<file path="src/rtl/stopwatch_pkg.sv">
// Shared widths, field indices and the packed epoch type for the stopwatch timer.
package stopwatch_pkg;

  localparam int unsigned FIELD_W    = 7;
  localparam int unsigned NUM_FIELDS = 4;
  localparam int unsigned EPOCH_W    = 28;

  localparam int unsigned CS  = 0;
  localparam int unsigned SEC = 1;
  localparam int unsigned MIN = 2;
  localparam int unsigned HR  = 3;

  localparam int unsigned SEC_MAX = 59;
  localparam int unsigned MIN_MAX = 59;

  // Index 0 is the centisecond field in bits [6:0]; index 3 is hours in [27:21].
  typedef logic [NUM_FIELDS-1:0][FIELD_W-1:0] epoch_t;

endpackage

</file>
<file path="src/rtl/tick_divider.sv">
// Divides the system clock into a single-cycle count enable at TICK_HZ.
module tick_divider #(
  parameter int unsigned CLOCK_HZ = 50_000_000,
  parameter int unsigned TICK_HZ  = 100
) (
  input  logic clock,
  input  logic reset_n,
  input  logic run,
  input  logic clear,
  output logic tick
);

  localparam int unsigned DIV   = CLOCK_HZ / TICK_HZ;
  localparam int unsigned CNT_W = (DIV > 1) ? $clog2(DIV) : 1;
  localparam logic [CNT_W-1:0] LAST = CNT_W'(DIV - 1);

  logic [CNT_W-1:0] div_cnt_q;
  logic [CNT_W-1:0] div_cnt_d;

  // Phase freezes while run is low so pausing neither gains nor loses time.
  always_comb begin
    div_cnt_d = div_cnt_q;
    if (clear) begin
      div_cnt_d = '0;
    end else if (run) begin
      div_cnt_d = (div_cnt_q == LAST) ? '0 : div_cnt_q + CNT_W'(1);
    end
  end

  always_ff @(posedge clock or negedge reset_n) begin
    if (!reset_n) begin
      div_cnt_q <= '0;
    end else begin
      div_cnt_q <= div_cnt_d;
    end
  end

  assign tick = run && (div_cnt_q == LAST);

endmodule

</file>
<file path="src/rtl/stopwatch_timer.sv">
// Up/down h:m:s:cs stopwatch with load, expiry/overflow pulses and lap capture.
// Lap capture is built only when STOPWATCH_LAP_EN is defined.
module stopwatch_timer
  import stopwatch_pkg::*;
#(
  parameter int unsigned CLOCK_HZ  = 50_000_000,
  parameter int unsigned TICK_HZ   = 100,
  parameter int unsigned HOURS_MOD = 24
) (
  input  logic               clock,
  input  logic               reset_n,
  input  logic               run,
  input  logic               clear,
  input  logic               mode,
  input  logic               load,
  input  logic [EPOCH_W-1:0] load_value,
  input  logic               lap,
  output logic [EPOCH_W-1:0] epoch,
  output logic [EPOCH_W-1:0] lap_epoch,
  output logic               lap_valid,
  output logic               overflow,
  output logic               done
);

  localparam epoch_t FIELD_MAX = {FIELD_W'(HOURS_MOD - 1), FIELD_W'(MIN_MAX),
                                  FIELD_W'(SEC_MAX), FIELD_W'(TICK_HZ - 1)};

  logic   tick;
  epoch_t epoch_q, epoch_d;
  epoch_t inc_c, dec_c, load_c, load_raw_c;
  logic   wrap_c, borrow_c, is_zero_c;
  logic   overflow_q, overflow_d;
  logic   done_q, done_d;

  tick_divider #(
    .CLOCK_HZ(CLOCK_HZ),
    .TICK_HZ (TICK_HZ)
  ) u_tick_divider (
    .clock  (clock),
    .reset_n(reset_n),
    .run    (run),
    .clear  (clear),
    .tick   (tick)
  );

  assign load_raw_c = epoch_t'(load_value);
  assign is_zero_c  = (epoch_q == '0);

  // Ripple increment/decrement across fields; a carry out of hours is the wrap.
  always_comb begin
    inc_c    = epoch_q;
    dec_c    = epoch_q;
    load_c   = load_raw_c;
    wrap_c   = 1'b1;
    borrow_c = 1'b1;
    for (int i = 0; i < NUM_FIELDS; i++) begin
      if (wrap_c) begin
        if (epoch_q[i] >= FIELD_MAX[i]) begin
          inc_c[i] = '0;
        end else begin
          inc_c[i] = epoch_q[i] + FIELD_W'(1);
          wrap_c   = 1'b0;
        end
      end
      if (borrow_c) begin
        if (epoch_q[i] == '0) begin
          dec_c[i] = FIELD_MAX[i];
        end else begin
          dec_c[i] = epoch_q[i] - FIELD_W'(1);
          borrow_c = 1'b0;
        end
      end
      if (load_raw_c[i] > FIELD_MAX[i]) begin
        load_c[i] = FIELD_MAX[i];
      end
    end
  end

  always_comb begin
    epoch_d    = epoch_q;
    overflow_d = 1'b0;
    done_d     = 1'b0;
    if (clear) begin
      epoch_d = '0;
    end else if (load) begin
      epoch_d = load_c;
    end else if (tick) begin
      if (!mode) begin
        epoch_d    = inc_c;
        overflow_d = wrap_c;
      end else if (!is_zero_c) begin
        epoch_d = dec_c;
        done_d  = (dec_c == '0);
      end
    end
  end

  always_ff @(posedge clock or negedge reset_n) begin
    if (!reset_n) begin
      epoch_q    <= '0;
      overflow_q <= 1'b0;
      done_q     <= 1'b0;
    end else begin
      epoch_q    <= epoch_d;
      overflow_q <= overflow_d;
      done_q     <= done_d;
    end
  end

  assign epoch    = epoch_q;
  assign overflow = overflow_q;
  assign done     = done_q;

`ifdef STOPWATCH_LAP_EN
  epoch_t lap_epoch_q, lap_epoch_d;
  logic   lap_valid_q, lap_valid_d;

  // Captures the pre-update epoch; only reset clears the valid flag.
  always_comb begin
    lap_epoch_d = lap_epoch_q;
    lap_valid_d = lap_valid_q;
    if (lap) begin
      lap_epoch_d = epoch_q;
      lap_valid_d = 1'b1;
    end
  end

  always_ff @(posedge clock or negedge reset_n) begin
    if (!reset_n) begin
      lap_epoch_q <= '0;
      lap_valid_q <= 1'b0;
    end else begin
      lap_epoch_q <= lap_epoch_d;
      lap_valid_q <= lap_valid_d;
    end
  end

  assign lap_epoch = lap_epoch_q;
  assign lap_valid = lap_valid_q;
`else
  logic unused_lap;
  assign unused_lap = lap;
  assign lap_epoch  = '0;
  assign lap_valid  = 1'b0;
`endif

endmodule

</file>
<file path="config.mk">
export PLATFORM = sky130hd
export DESIGN_NAME = stopwatch_timer
export DESIGN_NICKNAME = d
export VERILOG_FILES = /design/src/rtl/stopwatch_pkg.sv /design/src/rtl/tick_divider.sv /design/src/rtl/stopwatch_timer.sv
export SDC_FILE = /design/constraint.sdc
export NUM_CORES = 1
export LEC_CHECK = 0
export CAP_MARGIN = 5
export CORE_MARGIN = 2
export CORE_UTILIZATION = 25
export CTS_CLUSTER_DIAMETER = 30
export DETAILED_ROUTE_END_ITERATION = 16
export GPL_ROUTABILITY_DRIVEN = 0
export PLACE_DENSITY_LB_ADDON = 0.08
export SYNTH_ARGS = -nofsm -noshare
export SYNTH_HDL_FRONTEND = slang
export SYNTH_SLANG_ARGS = --single-unit
export TNS_END_PERCENT = 10
</file>
<file path="constraint.sdc">
create_clock -name clock -period 4.3 [get_ports clock]
set_input_delay 0.645 -clock clock [delete_from_list [all_inputs] [get_ports clock]]
set_output_delay 0.645 -clock clock [all_outputs]
set_load 0.005 [all_outputs]
</file>
==> impl_results.md, run 1 <==
- Max-slew headroom at the worst pin: 35.1%
- DRT Wirelength: around 15,000 um
- Top layer used by detailed routing: met4
- Initial Util: 25.2%
- R2R depth: 6
- Area of the core region: 17,800 um2
- Share of synthesized registers carrying an async set or reset: 100%
- Synth warnings: 0
- H-tree lvl count: 2
- Type of element launching the critical path: flip-flop
- Buffers inserted during post-CTS setup optimization: 0
- I/O Buffers: 63
- Top achievable clock speed: between 0.3 and 0.4 GHz
- Clock Skew: between 0.01 and 0.015 ns
- Area after detailed placement: 5210 um2
- Critical path capture point type: flip-flop
- Total number of cells along the worst setup path: 6
- Number of nets with antenna violations after detailed routing: 0
- Routed met1 length: 7250 um
- Maximum buffer depth of the clock tree: 2
- Final nets: 661
- Longest individual stage delay on the worst path: slightly above 0.6 ns
- Final count of pins violating max slew: 0
- Initial antenna violation count: 0
- Die X-Extent: 138 um
- Count of state elements after synthesis: 49
- Dominant cell type by area after synthesis: sky130_fd_sc_hd__dfrtp_1
- Mean cell area of the mapped netlist: 7.86 um2
- Vert. Die Dim: roughly 140 um
- Unrepaired setup endpoints after global routing: no
- Synthesized netlist cell count: 573
- Grt ovf: 0
- Internal cell power: roughly 920 uW
- Library cells used by synthesis: 77
- Final-report hold violation count: 0
- Outcome: finished, final reports clean
- DRC viols: 0
- Die area: ~19,000 um2
- Via Count: 4,528
- Combinational share of power: 30.3%
- Minimum setup slack after placement: around 1.1 ns
- Detailed Routing Iterations Pass 1: 5
- Maximum number of pins on one net before global-route repair: 50
- Top post-synthesis cells by area: sky130_fd_sc_hd__dfrtp_1, sky130_fd_sc_hd__buf_4, sky130_fd_sc_hd__nor2_1, sky130_fd_sc_hd__o21ai_0, sky130_fd_sc_hd__ha_1
- Slew @ Worst Pin: 0.973 ns
- Clock-pin transition on the worst setup and hold timing paths: ~0.080 ns
- Netlist area before placement: 4500 um2
- Ratio of cells with drive above 1 in the final layout: between 6 and 7%
- GRT Resource Usage Total: 16.0%
- Post-cts resize count: 0
- Least setup slack across all paths after layout: 1.10 ns
- Critical path peak fanout: 12
- Number of buffers inserted by hold repair at cts: 0
- Shortest period the worst path allows: 3.20 ns
- Cell type of the slowest stage on the worst timing path: sky130_fd_sc_hd__nor4_4
- Post-route setup TNS: 0 ns
- Sequential cell area fraction in the yosys report: 27.2%
- Number of max-capacitance violations reported: 0
- Post-detail-place hpwl: 11,000 um
- CP Data Required Time: between 4 and 5 ns
- Library cell appearing most often on the critical path: sky130_fd_sc_hd__or4_4
- Tightest Hold Check Type: input port to asynchronous set/reset pin
- Worst setup path category: flip-flop to flip-flop
- Net switching power: 540 uW
- Critical path cell sequence: or4_4, or4_4, nor4_4, o221ai_2, and2_4, a211oi_2
- Detailed-route vias per instance: 5.37
- Area share of the leading cell type in the synthesized netlist: 27.2%
- Switching part of the total power: a little under two fifths
- Sum of met2 wire segment lengths after detailed routing: 7470 um
- Cell family with most CP delay: simple AND/OR/NAND/NOR gates
- Drt wl/cell: 18.3 um
- Final setup fails: 0
- Number of buffer and inverter instances along the worst setup path: 0
- DR iter-0 viols: 286
- TritonCTS Buffers: 5
- # clock sinks: 49
- Fraction of power consumed by sequential logic: between 30 and 40%
- Clock root cell: sky130_fd_sc_hd__clkbuf_16
- Final period util: about three quarters
- Num rows: 49
- Finished layout cell area: 5360 um2
- Post-synth EDFFs: 0
- Wire length of the first global-routing pass: ~25,000 um
- Growth of design area from synthesis to finish: 19.1%
- Portion of total power attributed to the clock network: 30.9%
- Met3 Routed Length: 512 um
- Top_reg_cell synth: sky130_fd_sc_hd__dfrtp_1
- Filler cell count: 1,907
- Number of top-level design ports: 94
- Diodes inserted: 0
- Arrival time reported for the critical path endpoint: 3.43 ns
- PwrDens: 273 nW/um2
- CTS tree: built
- Number of global-route vias before repair: 4,286
- Leak: 0.00210 uW
- Peak ir drop on the vdd network: 0.167 mV
- Clock insertion delay at the later pin of the skew report: between 0.3 and 0.4 ns
==> cell usage after synthesis, types with 4 or more instances <==
library cell                 n
sky130_fd_sc_hd__or3_1       8
sky130_fd_sc_hd__o2111ai_1   4
sky130_fd_sc_hd__nor4_1     10
sky130_fd_sc_hd__nand4_1     6
sky130_fd_sc_hd__nor3_1     22
sky130_fd_sc_hd__o21ai_0    38
sky130_fd_sc_hd__clkbuf_1   30
sky130_fd_sc_hd__o211ai_1    5
sky130_fd_sc_hd__a21o_1      6
sky130_fd_sc_hd__ha_1       13
sky130_fd_sc_hd__inv_1      23
sky130_fd_sc_hd__nand2b_1    5
sky130_fd_sc_hd__a211oi_1    7
sky130_fd_sc_hd__and3_1      9
sky130_fd_sc_hd__mux2_2      4
sky130_fd_sc_hd__or4_1      10
sky130_fd_sc_hd__mux2i_1     4
sky130_fd_sc_hd__a221oi_1    5
sky130_fd_sc_hd__o22ai_1     6
sky130_fd_sc_hd__buf_2       4
sky130_fd_sc_hd__buf_4      30
sky130_fd_sc_hd__a31oi_1    12
sky130_fd_sc_hd__o221ai_1    5
sky130_fd_sc_hd__dfrtp_1    49
sky130_fd_sc_hd__a21oi_1    31
sky130_fd_sc_hd__xnor2_1    10
sky130_fd_sc_hd__o31ai_1     5
sky130_fd_sc_hd__a32o_1      5
sky130_fd_sc_hd__nand3_1    28
sky130_fd_sc_hd__nor2_1     54
sky130_fd_sc_hd__nand2_1    38
sky130_fd_sc_hd__xor2_1     12
==> kinds of logic (layout without fill, tap and decap cells) <==
family                     Yosys count  after routing  share of synthesized area, %
and+or+nand+nor                    221            221                          26.4
AOI/OAI and AO/OA                  170            170                          26.3
adders and majority gates           13             13                          3.61
muxes                                8              8                          1.89
buffers and inverters               89            102                          10.2
other                                1             29                        0.0833
DFF                                 49             49                          27.2
xor gates and xnor gates            22             22                          4.28
==> worst paths after layout <==
check,from,to,slack [ns]
max in group asynchronous,reset_n,done$_DFF_PN0_,3.34
setup / recovery,epoch[5]$_DFFE_PN0P_,epoch[25]$_DFFE_PN0P_,1.10
hold / removal,reset_n,u_tick_divider.div_cnt_q[15]$_DFFE_PN0P_,0.48
hold reg to reg,u_tick_divider.div_cnt_q[17]$_DFFE_PN0P_,u_tick_divider.div_cnt_q[17]$_DFFE_PN0P_,0.48
min in group clock,u_tick_divider.div_cnt_q[17]$_DFFE_PN0P_,u_tick_divider.div_cnt_q[17]$_DFFE_PN0P_,0.48
setup reg to reg,epoch[5]$_DFFE_PN0P_,epoch[25]$_DFFE_PN0P_,1.10
==> layout by cell type, fill, tap and decap left out, types with 6 or more instances in the layout <==
cell type	instances
sky130_fd_sc_hd__o21ai_0	38
sky130_fd_sc_hd__nor3_1	22
sky130_fd_sc_hd__nand3_1	28
sky130_fd_sc_hd__nor2_1	54
sky130_fd_sc_hd__nand4_1	6
sky130_fd_sc_hd__xor2_1	12
sky130_fd_sc_hd__clkdlybuf4s50_1	62
sky130_fd_sc_hd__a31oi_1	12
sky130_fd_sc_hd__nor4_1	10
sky130_fd_sc_hd__nand2_1	38
sky130_fd_sc_hd__or3_1	8
sky130_fd_sc_hd__a21o_1	6
sky130_fd_sc_hd__xnor2_1	10
sky130_fd_sc_hd__dfrtp_1	49
sky130_fd_sc_hd__inv_1	23
sky130_fd_sc_hd__conb_1	29
sky130_fd_sc_hd__ha_1	13
sky130_fd_sc_hd__or4_1	10
sky130_fd_sc_hd__o22ai_1	6
sky130_fd_sc_hd__buf_4	8
sky130_fd_sc_hd__a211oi_1	7
sky130_fd_sc_hd__and3_1	9
sky130_fd_sc_hd__a21oi_1	31
==> registers in the layout, indices dropped and copies added (netlist names) <==
signal / count
done: 1
epoch: 28
u_tick_divider.div_cnt_q: 19
overflow: 1
==> per-stage QoR <==
| step | util [%] | hold slack, ns | total power, uW | std cells |
|---|---|---|---|---|
| after floorplan | - | 0.349 | 849 | 601 |
| after global placement | 29.2 | 0.474 | 1020 | 835 |
| after detailed placement | 29.2 | 0.473 | 1020 | 835 |
| after CTS | 30.1 | 0.487 | 1480 | 843 |
| after global routing | 30.1 | 0.524 | 1560 | 843 |
| final | 30.1 | 0.483 | 1460 | 843 |
==> cell type report <==
type | instances | area, um2 | area share (%)
Clock buffer | 6 | 139 | 2.59
Clock inverter | 2 | 17.5 | 0.327
Inverter | 23 | 86.3 | 1.61
Multi-Input combinational cell | 463 | 2920 | 54.5
Sequential cell | 49 | 1230 | 22.9
Tap cell | 229 | 287 | 5.34
Timing Repair Buffer | 71 | 686 | 12.8
==> power by group through the flow <==
stage | logic (uW) | registers (uW) | clock network, uW
detailed placement | 443 | 577 | 0
floorplan | 325 | 525 | 0
global placement | 444 | 577 | 0
finish | 444 | 568 | 453
CTS | 446 | 567 | 467
global route | 494 | 577 | 491
==> routing by layer <==
layer / up-vias / global-route usage [%]
met5: - / 0
met3: 12 / 2.39
li1: 2176 / -
met2: 96 / 26.9
met4: 0 / 3.81
met1: 2244 / 21.6
Power figures use the tool's default switching activity.
==> run 2: changes to the inputs <==
==> constraint.sdc (replaced) <==
create_clock -name clock -period 2.82 [get_ports clock]
set_input_delay 0.423 -clock clock [delete_from_list [all_inputs] [get_ports clock]]
set_output_delay 0.423 -clock clock [all_outputs]
set_load 0.005 [all_outputs]
==> impl_results.md, run 2 (same netlist as run 1, synthesis figures left out) <==
- Number of max-capacitance violations reported: 0
- Wire length of the first global-routing pass: around 26,000 um
- Cell type of the slowest stage on the worst timing path: sky130_fd_sc_hd__or4_4
- Start of the worst register-to-register path: epoch[10]$_DFFE_PN0P_
- Final setup fails: 0
- Type of element launching the critical path: flip-flop
- Post-route setup TNS: 0 ns
- Tightest Hold Check Type: input port to asynchronous set/reset pin
- Top achievable clock speed: 0.370 GHz
- Leading cell type in the layout, fill and taps excluded: sky130_fd_sc_hd__clkdlybuf4s50_1
- Clock Skew: 0.00866 ns
- DRT Wirelength: 15,800 um
- Detailed-route vias per instance: 5.23
- Number of buffers inserted by hold repair at cts: 0
- Ratio of cells with drive above 1 in the final layout: 13.9%
- Initial antenna violation count: 0
- R2R depth: 5
- Critical path capture point type: flip-flop
- Initial Util: 25.2%
- Cell family with most CP delay: simple AND/OR/NAND/NOR gates
- Number of buffer and inverter instances along the worst setup path: 0
- Die area: 19,100 um2
- Critical path cell sequence: or4_1, or4_4, or3_1, a2111oi_1, o2111a_1
- Post-detail-place hpwl: 12,200 um
- Drt wl/cell: 17.7 um
- Number of top-level design ports: 94
- Filler cell count: approximately 1,900
- Clock root cell: sky130_fd_sc_hd__clkbuf_16
- Final-report hold violation count: 0
- Worst reg-to-reg setup slack: 0.12 ns
- Clock insertion delay at the later pin of the skew report: roughly 0.31 ns
- H-tree lvl count: 2
- Worst Hold Slack: about 0.12 ns
- GRT Resource Usage Total: around 17%
- Grt ovf: 0
- Growth of design area from synthesis to finish: 27.9%
- Num rows: 49
- Highest-count cells in the layout ignoring fill and taps: sky130_fd_sc_hd__clkdlybuf4s50_1, sky130_fd_sc_hd__buf_4, sky130_fd_sc_hd__nor2_1
- Area occupied by registers: about 1200 um2
- Via Count: between 4,000 and 5,000
- RR Endpoint: done$_DFF_PN0_
- Final count of pins violating max slew: 0
- Vert. Die Dim: 138 um
- Die X-Extent: 138 um
- # clock sinks: 49
- Number of global-route vias before repair: 4,705
- Number of nets with antenna violations after detailed routing: 0
- Critical path peak fanout: 9
- Detailed Routing Iterations Pass 1: 6
- Final nets: approximately 700
- CP Data Required Time: 3.06 ns
- Area after detailed placement: around 5600 um2
- DR iter-0 viols: roughly 330
- Diodes inserted: 0
- Multi-input logic area: between 2000 and 3000 um2
- Slew @ Worst Pin: approximately 0.65 ns
- Unrepaired setup endpoints after global routing: no
- Clock-pin transition on the worst setup and hold timing paths: 0.07 ns
- Outcome: finished, final reports clean
- Worst setup path category: flip-flop to flip-flop
- PwrDens: 401 nW/um2
- Max-slew headroom at the worst pin: 55.3%
- Maximum number of pins on one net before global-route repair: 31
- DRC viols: 0
- Arrival time reported for the critical path endpoint: 2.95 ns
- I/O Buffers: 63
- Area of the core region: 17,800 um2
- CTS tree: built
- Finished layout cell area: 5760 um2
- Largest register FFs: 28
- Maximum buffer depth of the clock tree: 2
- Longest individual stage delay on the worst path: 0.64 ns
- Final period util: 95.8%
- TritonCTS Buffers: 5
- Peak ir drop on the vdd network: 0.235 mV
- Leak: 0.00235 uW
- Shortest period the worst path allows: approximately 2.7 ns
run 2: how the worst max path moves through the flow:
| stage | startpoint | end | slack, ns | cells past startpoint |
|---|---|---|---|---|
| 2_1_floorplan | epoch[2]$_DFFE_PN0P_ | done$_DFF_PN0_ | 0.06 | 8 |
| 6_report | epoch[10]$_DFFE_PN0P_ | done$_DFF_PN0_ | 0.12 | 5 |
| 4_1_cts | epoch[3]$_DFFE_PN0P_ | epoch[16]$_DFFE_PN0P_ | 0.08 | 6 |
| 3_5_place_dp | epoch[5]$_DFFE_PN0P_ | epoch[18]$_DFFE_PN0P_ | 0.13 | 6 |
| 5_1_grt | epoch[1]$_DFFE_PN0P_ | epoch[21]$_DFFE_PN0P_ | 0.003 | 8 |
| 3_3_place_gp | epoch[3]$_DFFE_PN0P_ | epoch[16]$_DFFE_PN0P_ | 0.13 | 6 |
run 2: layer usage:
layer  vias to the layer above  part of all wire, %  global-route usage, %
met4                         0                  1.2                   3.28
li1                       2275                    -                      -
met1                      2261                   47                   21.9
met5                         -                    0                      0
met3                        12                  4.3                   3.15
met2                       119                   48                   28.3
run 2: through the flow:
stage	util (%)	worst slack, ns	cells	power [uW]
after floorplan	-	0.0557	601	1300
final	32.3	0.117	893	2310
after global routing	32.3	0.00311	893	2450
after CTS	32.2	0.0784	893	2320
after global placement	31.3	0.132	885	1640
after detailed placement	31.3	0.130	885	1640
run 2: area by class of cell:
type	instances	area share, %
Tap cell	229	4.98
Timing Repair Buffer	121	18.4
Clock buffer	7	2.65
Inverter	23	1.50
Clock inverter	1	0.0869
Sequential cell	49	21.3
Multi-Input combinational cell	463	51.1
run 2: where the power goes:
part | internal (uW) | total [uW] | switching, uW | leakage, uW
Combinational | 374 | 831 | 457 | 0.00162
Sequential | 743 | 799 | 56.0 | 0.000654
Clock | 377 | 679 | 301 | 0.0000799
run 2: worst reg2reg max path, stage by stage, from the launching register on:
cell and delay (ns):
sky130_fd_sc_hd__dfrtp_1 0.37, sky130_fd_sc_hd__or4_1 0.55, sky130_fd_sc_hd__or4_4 0.64, sky130_fd_sc_hd__or3_1 0.42, sky130_fd_sc_hd__a2111oi_1 0.39, sky130_fd_sc_hd__o2111a_1 0.26
run 2: repair_timing:
| item | CTS | global route |
|---|---|---|
| gates resized for setup | 0 | 4 |
| setup buffers | 0 | 0 |
| endpoints found under the setup margin | 0 | 3 |
